==> config.mk <==
export PLATFORM = sky130hd
export DESIGN_NAME = id_ex_stage_flat
export DESIGN_NICKNAME = d
export VERILOG_FILES = /design/src/rtl/id_ex_if.sv /design/src/rtl/id_ex_stage.sv /design/src/flat_wrapper.sv
export SDC_FILE = /design/constraint.sdc
export NUM_CORES = 1
export LEC_CHECK = 0
export CAP_MARGIN = 15
export CORE_AREA = 2 2 252 254
export CTS_CLUSTER_SIZE = 28
export DETAILED_ROUTE_END_ITERATION = 12
export DIE_AREA = 0 0 254 256
export GPL_TIMING_DRIVEN = 0
export PLACE_DENSITY_LB_ADDON = 0.25
export SYNTH_ARGS = -nofsm -noshare
export SYNTH_HDL_FRONTEND = slang
export SYNTH_SLANG_ARGS = --single-unit
==> constraint.sdc <==
create_clock -name clk -period 4.35 [get_ports clk]
set_input_delay 0.6525 -clock clk [delete_from_list [all_inputs] [get_ports clk]]
set_output_delay 0.6525 -clock clk [all_outputs]
set_load 0.01 [all_outputs]
==> src/rtl/id_ex_if.sv <==
// ID/EX pipeline register bundle: the decode-side inputs, the writeback
// bypass port, flush, and the registered EX-stage view with its hazard status.
interface id_ex_if #(
  parameter int XLEN = 64
);
  logic            id_valid;
  logic [XLEN-1:0] id_pc;
  logic [XLEN-1:0] id_imm;
  logic [4:0]      id_rs1;
  logic [4:0]      id_rs2;
  logic [4:0]      id_rd;
  logic [XLEN-1:0] ReadData1;
  logic [XLEN-1:0] ReadData2;
  logic [7:0]      id_ctrl;
  logic            wb_RegWrite;
  logic [4:0]      wb_rd;
  logic [XLEN-1:0] wb_data;
  logic            flush;

  logic            ex_valid;
  logic [XLEN-1:0] ex_pc;
  logic [XLEN-1:0] ex_a;
  logic [XLEN-1:0] ex_b;
  logic [XLEN-1:0] ex_imm;
  logic [4:0]      ex_rs1;
  logic [4:0]      ex_rs2;
  logic [4:0]      ex_rd;
  logic [7:0]      ex_ctrl;
  logic            stall;
  logic [15:0]     bubble_count;

  modport master (
    output id_valid, id_pc, id_imm, id_rs1, id_rs2, id_rd,
           ReadData1, ReadData2, id_ctrl,
           wb_RegWrite, wb_rd, wb_data, flush,
    input  ex_valid, ex_pc, ex_a, ex_b, ex_imm, ex_rs1, ex_rs2, ex_rd,
           ex_ctrl, stall, bubble_count
  );

  modport slave (
    input  id_valid, id_pc, id_imm, id_rs1, id_rs2, id_rd,
           ReadData1, ReadData2, id_ctrl,
           wb_RegWrite, wb_rd, wb_data, flush,
    output ex_valid, ex_pc, ex_a, ex_b, ex_imm, ex_rs1, ex_rs2, ex_rd,
           ex_ctrl, stall, bubble_count
  );
endinterface

==> src/rtl/id_ex_stage.sv <==
// ID/EX pipeline register with writeback bypass into the operands, load-use
// hazard detection, flush handling and a saturating count of inserted bubbles.
module id_ex_stage #(
  parameter int XLEN = 64
) (
  input  logic   clk,
  input  logic   reset,
  id_ex_if.slave bus
);

  localparam int MEM_READ_BIT = 6;

  logic            exValid_q,  exValid_d;
  logic [XLEN-1:0] exPc_q,     exPc_d;
  logic [XLEN-1:0] exA_q,      exA_d;
  logic [XLEN-1:0] exB_q,      exB_d;
  logic [XLEN-1:0] exImm_q,    exImm_d;
  logic [4:0]      exRs1_q,    exRs1_d;
  logic [4:0]      exRs2_q,    exRs2_d;
  logic [4:0]      exRd_q,     exRd_d;
  logic [7:0]      exCtrl_q,   exCtrl_d;
  logic [15:0]     bubbleCnt_q, bubbleCnt_d;

  logic hazard;
  logic bubble;

  // x0 reads as zero; a writeback to x0 never bypasses because rs==0 wins first.
  function automatic logic [XLEN-1:0] forwardOperand(
    input logic [4:0]      rs,
    input logic [XLEN-1:0] rfData,
    input logic            wbWe,
    input logic [4:0]      wbRd,
    input logic [XLEN-1:0] wbData
  );
    if (rs == 5'd0)
      return '0;
    else if (wbWe && (wbRd == rs))
      return wbData;
    else
      return rfData;
  endfunction

  always_comb begin
    hazard = exValid_q && exCtrl_q[MEM_READ_BIT] && (exRd_q != 5'd0) &&
             bus.id_valid &&
             ((exRd_q == bus.id_rs1) || (exRd_q == bus.id_rs2));
    bubble = bus.flush || hazard;

    exValid_d = bus.id_valid;
    exPc_d    = bus.id_pc;
    exImm_d   = bus.id_imm;
    exRs1_d   = bus.id_rs1;
    exRs2_d   = bus.id_rs2;
    exRd_d    = bus.id_rd;
    exCtrl_d  = bus.id_valid ? bus.id_ctrl : 8'h00;
    exA_d     = forwardOperand(bus.id_rs1, bus.ReadData1,
                               bus.wb_RegWrite, bus.wb_rd, bus.wb_data);
    exB_d     = forwardOperand(bus.id_rs2, bus.ReadData2,
                               bus.wb_RegWrite, bus.wb_rd, bus.wb_data);

    if (bubble) begin
      exValid_d = 1'b0;
      exPc_d    = '0;
      exImm_d   = '0;
      exRs1_d   = 5'd0;
      exRs2_d   = 5'd0;
      exRd_d    = 5'd0;
      exCtrl_d  = 8'h00;
      exA_d     = '0;
      exB_d     = '0;
    end

    // Only bubbles that displace a real decode instruction are counted.
    bubbleCnt_d = bubbleCnt_q;
    if (bubble && bus.id_valid && (bubbleCnt_q != 16'hFFFF))
      bubbleCnt_d = bubbleCnt_q + 16'd1;
  end

  always_ff @(posedge clk) begin
    if (!reset) begin
      exValid_q   <= 1'b0;
      exPc_q      <= '0;
      exA_q       <= '0;
      exB_q       <= '0;
      exImm_q     <= '0;
      exRs1_q     <= 5'd0;
      exRs2_q     <= 5'd0;
      exRd_q      <= 5'd0;
      exCtrl_q    <= 8'h00;
      bubbleCnt_q <= 16'd0;
    end else begin
      exValid_q   <= exValid_d;
      exPc_q      <= exPc_d;
      exA_q       <= exA_d;
      exB_q       <= exB_d;
      exImm_q     <= exImm_d;
      exRs1_q     <= exRs1_d;
      exRs2_q     <= exRs2_d;
      exRd_q      <= exRd_d;
      exCtrl_q    <= exCtrl_d;
      bubbleCnt_q <= bubbleCnt_d;
    end
  end

  assign bus.stall        = hazard && !bus.flush && reset;
  assign bus.ex_valid     = exValid_q;
  assign bus.ex_pc        = exPc_q;
  assign bus.ex_a         = exA_q;
  assign bus.ex_b         = exB_q;
  assign bus.ex_imm       = exImm_q;
  assign bus.ex_rs1       = exRs1_q;
  assign bus.ex_rs2       = exRs2_q;
  assign bus.ex_rd        = exRd_q;
  assign bus.ex_ctrl      = exCtrl_q;
  assign bus.bubble_count = bubbleCnt_q;

endmodule

==> src/flat_wrapper.sv <==
// flat-port wrapper written by rule: the top's interface ports become plain ports
module id_ex_stage_flat 
#(
  parameter int XLEN = 64
)
  (clk, reset, bus_id_valid, bus_id_pc, bus_id_imm, bus_id_rs1, bus_id_rs2, bus_id_rd, bus_ReadData1, bus_ReadData2, bus_id_ctrl, bus_wb_RegWrite, bus_wb_rd, bus_wb_data, bus_flush, bus_ex_valid, bus_ex_pc, bus_ex_a, bus_ex_b, bus_ex_imm, bus_ex_rs1, bus_ex_rs2, bus_ex_rd, bus_ex_ctrl, bus_stall, bus_bubble_count);
  id_ex_if #(.XLEN(XLEN)) bus_i ();
  input  logic clk;
  input  logic reset;
  input wire logic [$bits(bus_i.id_valid)-1:0] bus_id_valid;
  input wire logic [$bits(bus_i.id_pc)-1:0] bus_id_pc;
  input wire logic [$bits(bus_i.id_imm)-1:0] bus_id_imm;
  input wire logic [$bits(bus_i.id_rs1)-1:0] bus_id_rs1;
  input wire logic [$bits(bus_i.id_rs2)-1:0] bus_id_rs2;
  input wire logic [$bits(bus_i.id_rd)-1:0] bus_id_rd;
  input wire logic [$bits(bus_i.ReadData1)-1:0] bus_ReadData1;
  input wire logic [$bits(bus_i.ReadData2)-1:0] bus_ReadData2;
  input wire logic [$bits(bus_i.id_ctrl)-1:0] bus_id_ctrl;
  input wire logic [$bits(bus_i.wb_RegWrite)-1:0] bus_wb_RegWrite;
  input wire logic [$bits(bus_i.wb_rd)-1:0] bus_wb_rd;
  input wire logic [$bits(bus_i.wb_data)-1:0] bus_wb_data;
  input wire logic [$bits(bus_i.flush)-1:0] bus_flush;
  output wire logic [$bits(bus_i.ex_valid)-1:0] bus_ex_valid;
  output wire logic [$bits(bus_i.ex_pc)-1:0] bus_ex_pc;
  output wire logic [$bits(bus_i.ex_a)-1:0] bus_ex_a;
  output wire logic [$bits(bus_i.ex_b)-1:0] bus_ex_b;
  output wire logic [$bits(bus_i.ex_imm)-1:0] bus_ex_imm;
  output wire logic [$bits(bus_i.ex_rs1)-1:0] bus_ex_rs1;
  output wire logic [$bits(bus_i.ex_rs2)-1:0] bus_ex_rs2;
  output wire logic [$bits(bus_i.ex_rd)-1:0] bus_ex_rd;
  output wire logic [$bits(bus_i.ex_ctrl)-1:0] bus_ex_ctrl;
  output wire logic [$bits(bus_i.stall)-1:0] bus_stall;
  output wire logic [$bits(bus_i.bubble_count)-1:0] bus_bubble_count;
  assign bus_i.id_valid = bus_id_valid;
  assign bus_i.id_pc = bus_id_pc;
  assign bus_i.id_imm = bus_id_imm;
  assign bus_i.id_rs1 = bus_id_rs1;
  assign bus_i.id_rs2 = bus_id_rs2;
  assign bus_i.id_rd = bus_id_rd;
  assign bus_i.ReadData1 = bus_ReadData1;
  assign bus_i.ReadData2 = bus_ReadData2;
  assign bus_i.id_ctrl = bus_id_ctrl;
  assign bus_i.wb_RegWrite = bus_wb_RegWrite;
  assign bus_i.wb_rd = bus_wb_rd;
  assign bus_i.wb_data = bus_wb_data;
  assign bus_i.flush = bus_flush;
  assign bus_ex_valid = bus_i.ex_valid;
  assign bus_ex_pc = bus_i.ex_pc;
  assign bus_ex_a = bus_i.ex_a;
  assign bus_ex_b = bus_i.ex_b;
  assign bus_ex_imm = bus_i.ex_imm;
  assign bus_ex_rs1 = bus_i.ex_rs1;
  assign bus_ex_rs2 = bus_i.ex_rs2;
  assign bus_ex_rd = bus_i.ex_rd;
  assign bus_ex_ctrl = bus_i.ex_ctrl;
  assign bus_stall = bus_i.stall;
  assign bus_bubble_count = bus_i.bubble_count;
  id_ex_stage #(.XLEN(XLEN)) u_core (.clk(clk), .reset(reset), .bus(bus_i));
endmodule
==> metrics, run 1 <==
worst reg2reg setup slack 1.89 ns; clock slew at reported path FFs 0.05 ns; Post-route DRC 0; setup violators final 0; relative max-transition margin 37.34%; Pwr Total 6752 uW; Synth Area in Simple Gates 24.63%; syn_area_per_cell 9.526 um2; post-synthesis adder-cell area fraction 0.1293%; top_reg_cell synth dfxtp_1; Worst Setup SP bus_id_rs1[3]; vias 9421; largest family of logic cells by synthesized area simple AND/OR/NAND/NOR gates; Setup crit end bus_stall; Multi-input gate area 3477 um2; Synth cell types 39; Final GP Congestion 0.8668; DR WL/cell 17.58 um; max cap viols 0; Final Max Slew Viols 0; core area 62390 um2; GRT Residual Overflow 0; RSZ-0062 raised after global routing false; share of layout cells above drive strength 1 5.607%; clock skew 0.01470 ns; full die area 65020 um2; sw power 1579 uW; register area share after synthesis 61.23%; Mapped Nets 1370; CTS root buf clkbuf_16; chip width 254 um; # port buffers 649; count leader, synth dfxtp_1; r2r endpoint u_core.bus.ex_a[6]; later-pin clock latency in the skew report 0.53 ns; CP startpoint kind input port; Final TNS setup 0 ns; Core Util, Final 29.55%; area grow syn2layout 90.52%; most area-consuming cells after synthesis dfxtp_1, nand2_1, and2_1, a21oi_1, xor2_1; dpl hpwl 36320 um; #FFs+latches synth 296; height of the die 256 um; period utilization 74.80%; fill count 6696; worst reg-to-reg path cell count 6; starting density of the core 15.51%; # nets final 2058; Gate power share 12.5%; Crit. End Element output pin; Longest Clk Path Bufs 3; initial antenna violation count 5; post-CTS resize count 0; Pwr Density 366.2 nW/um2; Peak VDD IR 0.1875 mV; Max Clock Freq 0.3073 GHz; data required time of the worst path 3.70 ns; worst-path maximum fanout 4; sw frac 23.38%; Tmin final 3.254 ns; CTS tree done; Clk network pwr share 45.2%; first-pass GRT wire length 63840 um; total CTS buffers 37; GR Util All Layers 13.32%; Mapped Cells 1016; H-tree depth 2; Pleak 0.007086 uW; Arrival @ worst endpoint 2.60 ns; worst hold path type flop to flop; yosys warns 0; Fin. Hold Viols 0; status finished, final reports clean; worst slew pin tran 0.9400 ns; Post-synth EDFFs 0; HP Start u_core.bus.bubble_count[12]; largest net degree at the start of global routing 12; final WL 45380 um; Post-Syn Area 9678 um2; antenna-violating nets left 0; Post-CTS Hold Fix Bufs 0; vias in the first global route 9589; Reg-to-Reg Start u_core.bus.ex_rd[1]; asr flop ratio synth 0%; xor-xnor portion of the synthesized cell area 2.443%; Post-synth top cells dfxtp_1, nand2_1, and2_1; IO Pins 650; WS Path Type input port to output pin; Synth Area in Compound Gates 8.313%; CTS sink count 296; Hold WS 0.5153 ns; post-CTS setup buffers 0; top-area cell type share of the netlist area 61.23%; DRT Pass-1 Iters 5; Int Power 5173 uW; mux share of post-synthesis cell area 0.4137%; DRT iter0 DRCs 448; cell taking the most area after synthesis dfxtp_1; Flop pwr share 42.3%; num rows 92; Register Area 5926 um2; vias per cell 3.650
-- cell usage in the layout, fill, tap and decap left out, drive strengths merged, types with 5 or more instances in the layout --
cell type	synthesis	layout
a21oi	133	133
and2	151	151
and3	13	13
buf	25	25
clkbuf	34	91
clkdlybuf4s50	0	649
dfxtp	296	296
diode	0	5
nand2	272	272
nand2b	5	5
nand3	11	11
nor2	5	5
nor3	6	6
o21ai	7	7
xnor2	12	12
xor2	15	15
-- how the worst min path moves through the flow --
stage / depth (start not counted) / endpoint / slack [ns]
5_1_grt: 2 / u_core.bus.bubble_count[12] / 0.55
3_5_place_dp: 2 / u_core.bus.bubble_count[12] / 0.51
2_1_floorplan: 2 / u_core.bus.bubble_count[11] / 0.51
6_report: 2 / u_core.bus.bubble_count[12] / 0.52
3_3_place_gp: 2 / u_core.bus.bubble_count[12] / 0.50
4_1_cts: 2 / u_core.bus.bubble_count[12] / 0.52
-- routing by layer --
metal	vias up	share of wire (%)	track usage, %
li1	4648	-	-
met1	4314	39	14.87
met2	381	50	23.45
met3	78	7.9	4.200
met4	0	3.1	5.049
met5	-	0	0
-- worst max-delay path: stages --
cell	delay [ns]
clkdlybuf4s50_1	0.62
xnor2_1	0.15
nand3_1	0.13
o22ai_4	0.27
nand2_1	0.08
nor2_1	0.13
clkdlybuf4s50_1	0.56
-- cell families after synthesis --
family          after synthesis
fa+ha+maj                     1
flops                       296
simple gates                481
xor+xnor                     27
mux                           4
buf+inv                      61
compound gates              146
-- power by group through the flow --
stage          clock [uW]  sequential (uW)  combinational (uW)
3_5_place_dp            0             2920                 853
4_1_cts              3170             2860                 859
6_report             3050             2860                 845
2_1_floorplan           0             2970                 163
3_3_place_gp            0             2920                 853
5_1_grt              3290             2870                 905
-- stage by stage --
stage | cells | cell area, um2 | setup WS, ns
3_5_place_dp | 2511 | 17230 | 0.8495
4_1_cts | 2576 | 18430 | 1.067
2_1_floorplan | 1016 | 9678 | 2.279
6_report | 2581 | 18440 | 1.096
5_1_grt | 2579 | 18430 | 0.9773
3_3_place_gp | 2511 | 17230 | 0.8591
-- final cells by class --
| cell class | instances | area share [%] |
|---|---|---|
| plain buffers | 59 | 1.452 |
| multi-input cells | 659 | 18.86 |
| diodes | 5 | 0.06786 |
| clock inverters | 8 | 0.4343 |
| clock buffers | 57 | 6.039 |
| repair buffers | 649 | 35.23 |
| inverters | 2 | 0.04071 |
| flip-flops and latches | 296 | 32.14 |
| well taps | 846 | 5.741 |
-- registers in the layout (all words and copies together), names as in the netlist, 8 cells and up --
register	flops
u_core.bus.ex_b	64
u_core.bus.ex_ctrl	8
u_core.bus.ex_pc	64
u_core.bus.bubble_count	16
u_core.bus.ex_a	64
u_core.bus.ex_imm	64
Note: power is estimated with default switching activity, not from simulation.
==> run 2, diff against run 1 <==
clock period = 3.3 ns   (was 4.35 ns; I/O delays follow)
==> results of run 2 <==
Same layout as run 1 (identical final DEF). Status: finished, final reports clean.
Main changes from that run: setup slack after placement 0.8495 ns -> -0.04303 ns; clock-pin slew on the worst setup and hold paths 0.05 ns -> 0.06 ns; setup slack after layout 1.096 ns -> 0.3612 ns; hold slack 0.5153 ns -> 0.5115 ns; register-to-register setup slack 1.89 ns -> 0.84 ns; end point of the worst hold path u_core.bus.bubble_count[12] -> u_core.bus.ex_b[52]; total power 6752 uW -> 8900 uW; worst IR drop on VDD 0.1875 mV -> 0.2471 mV
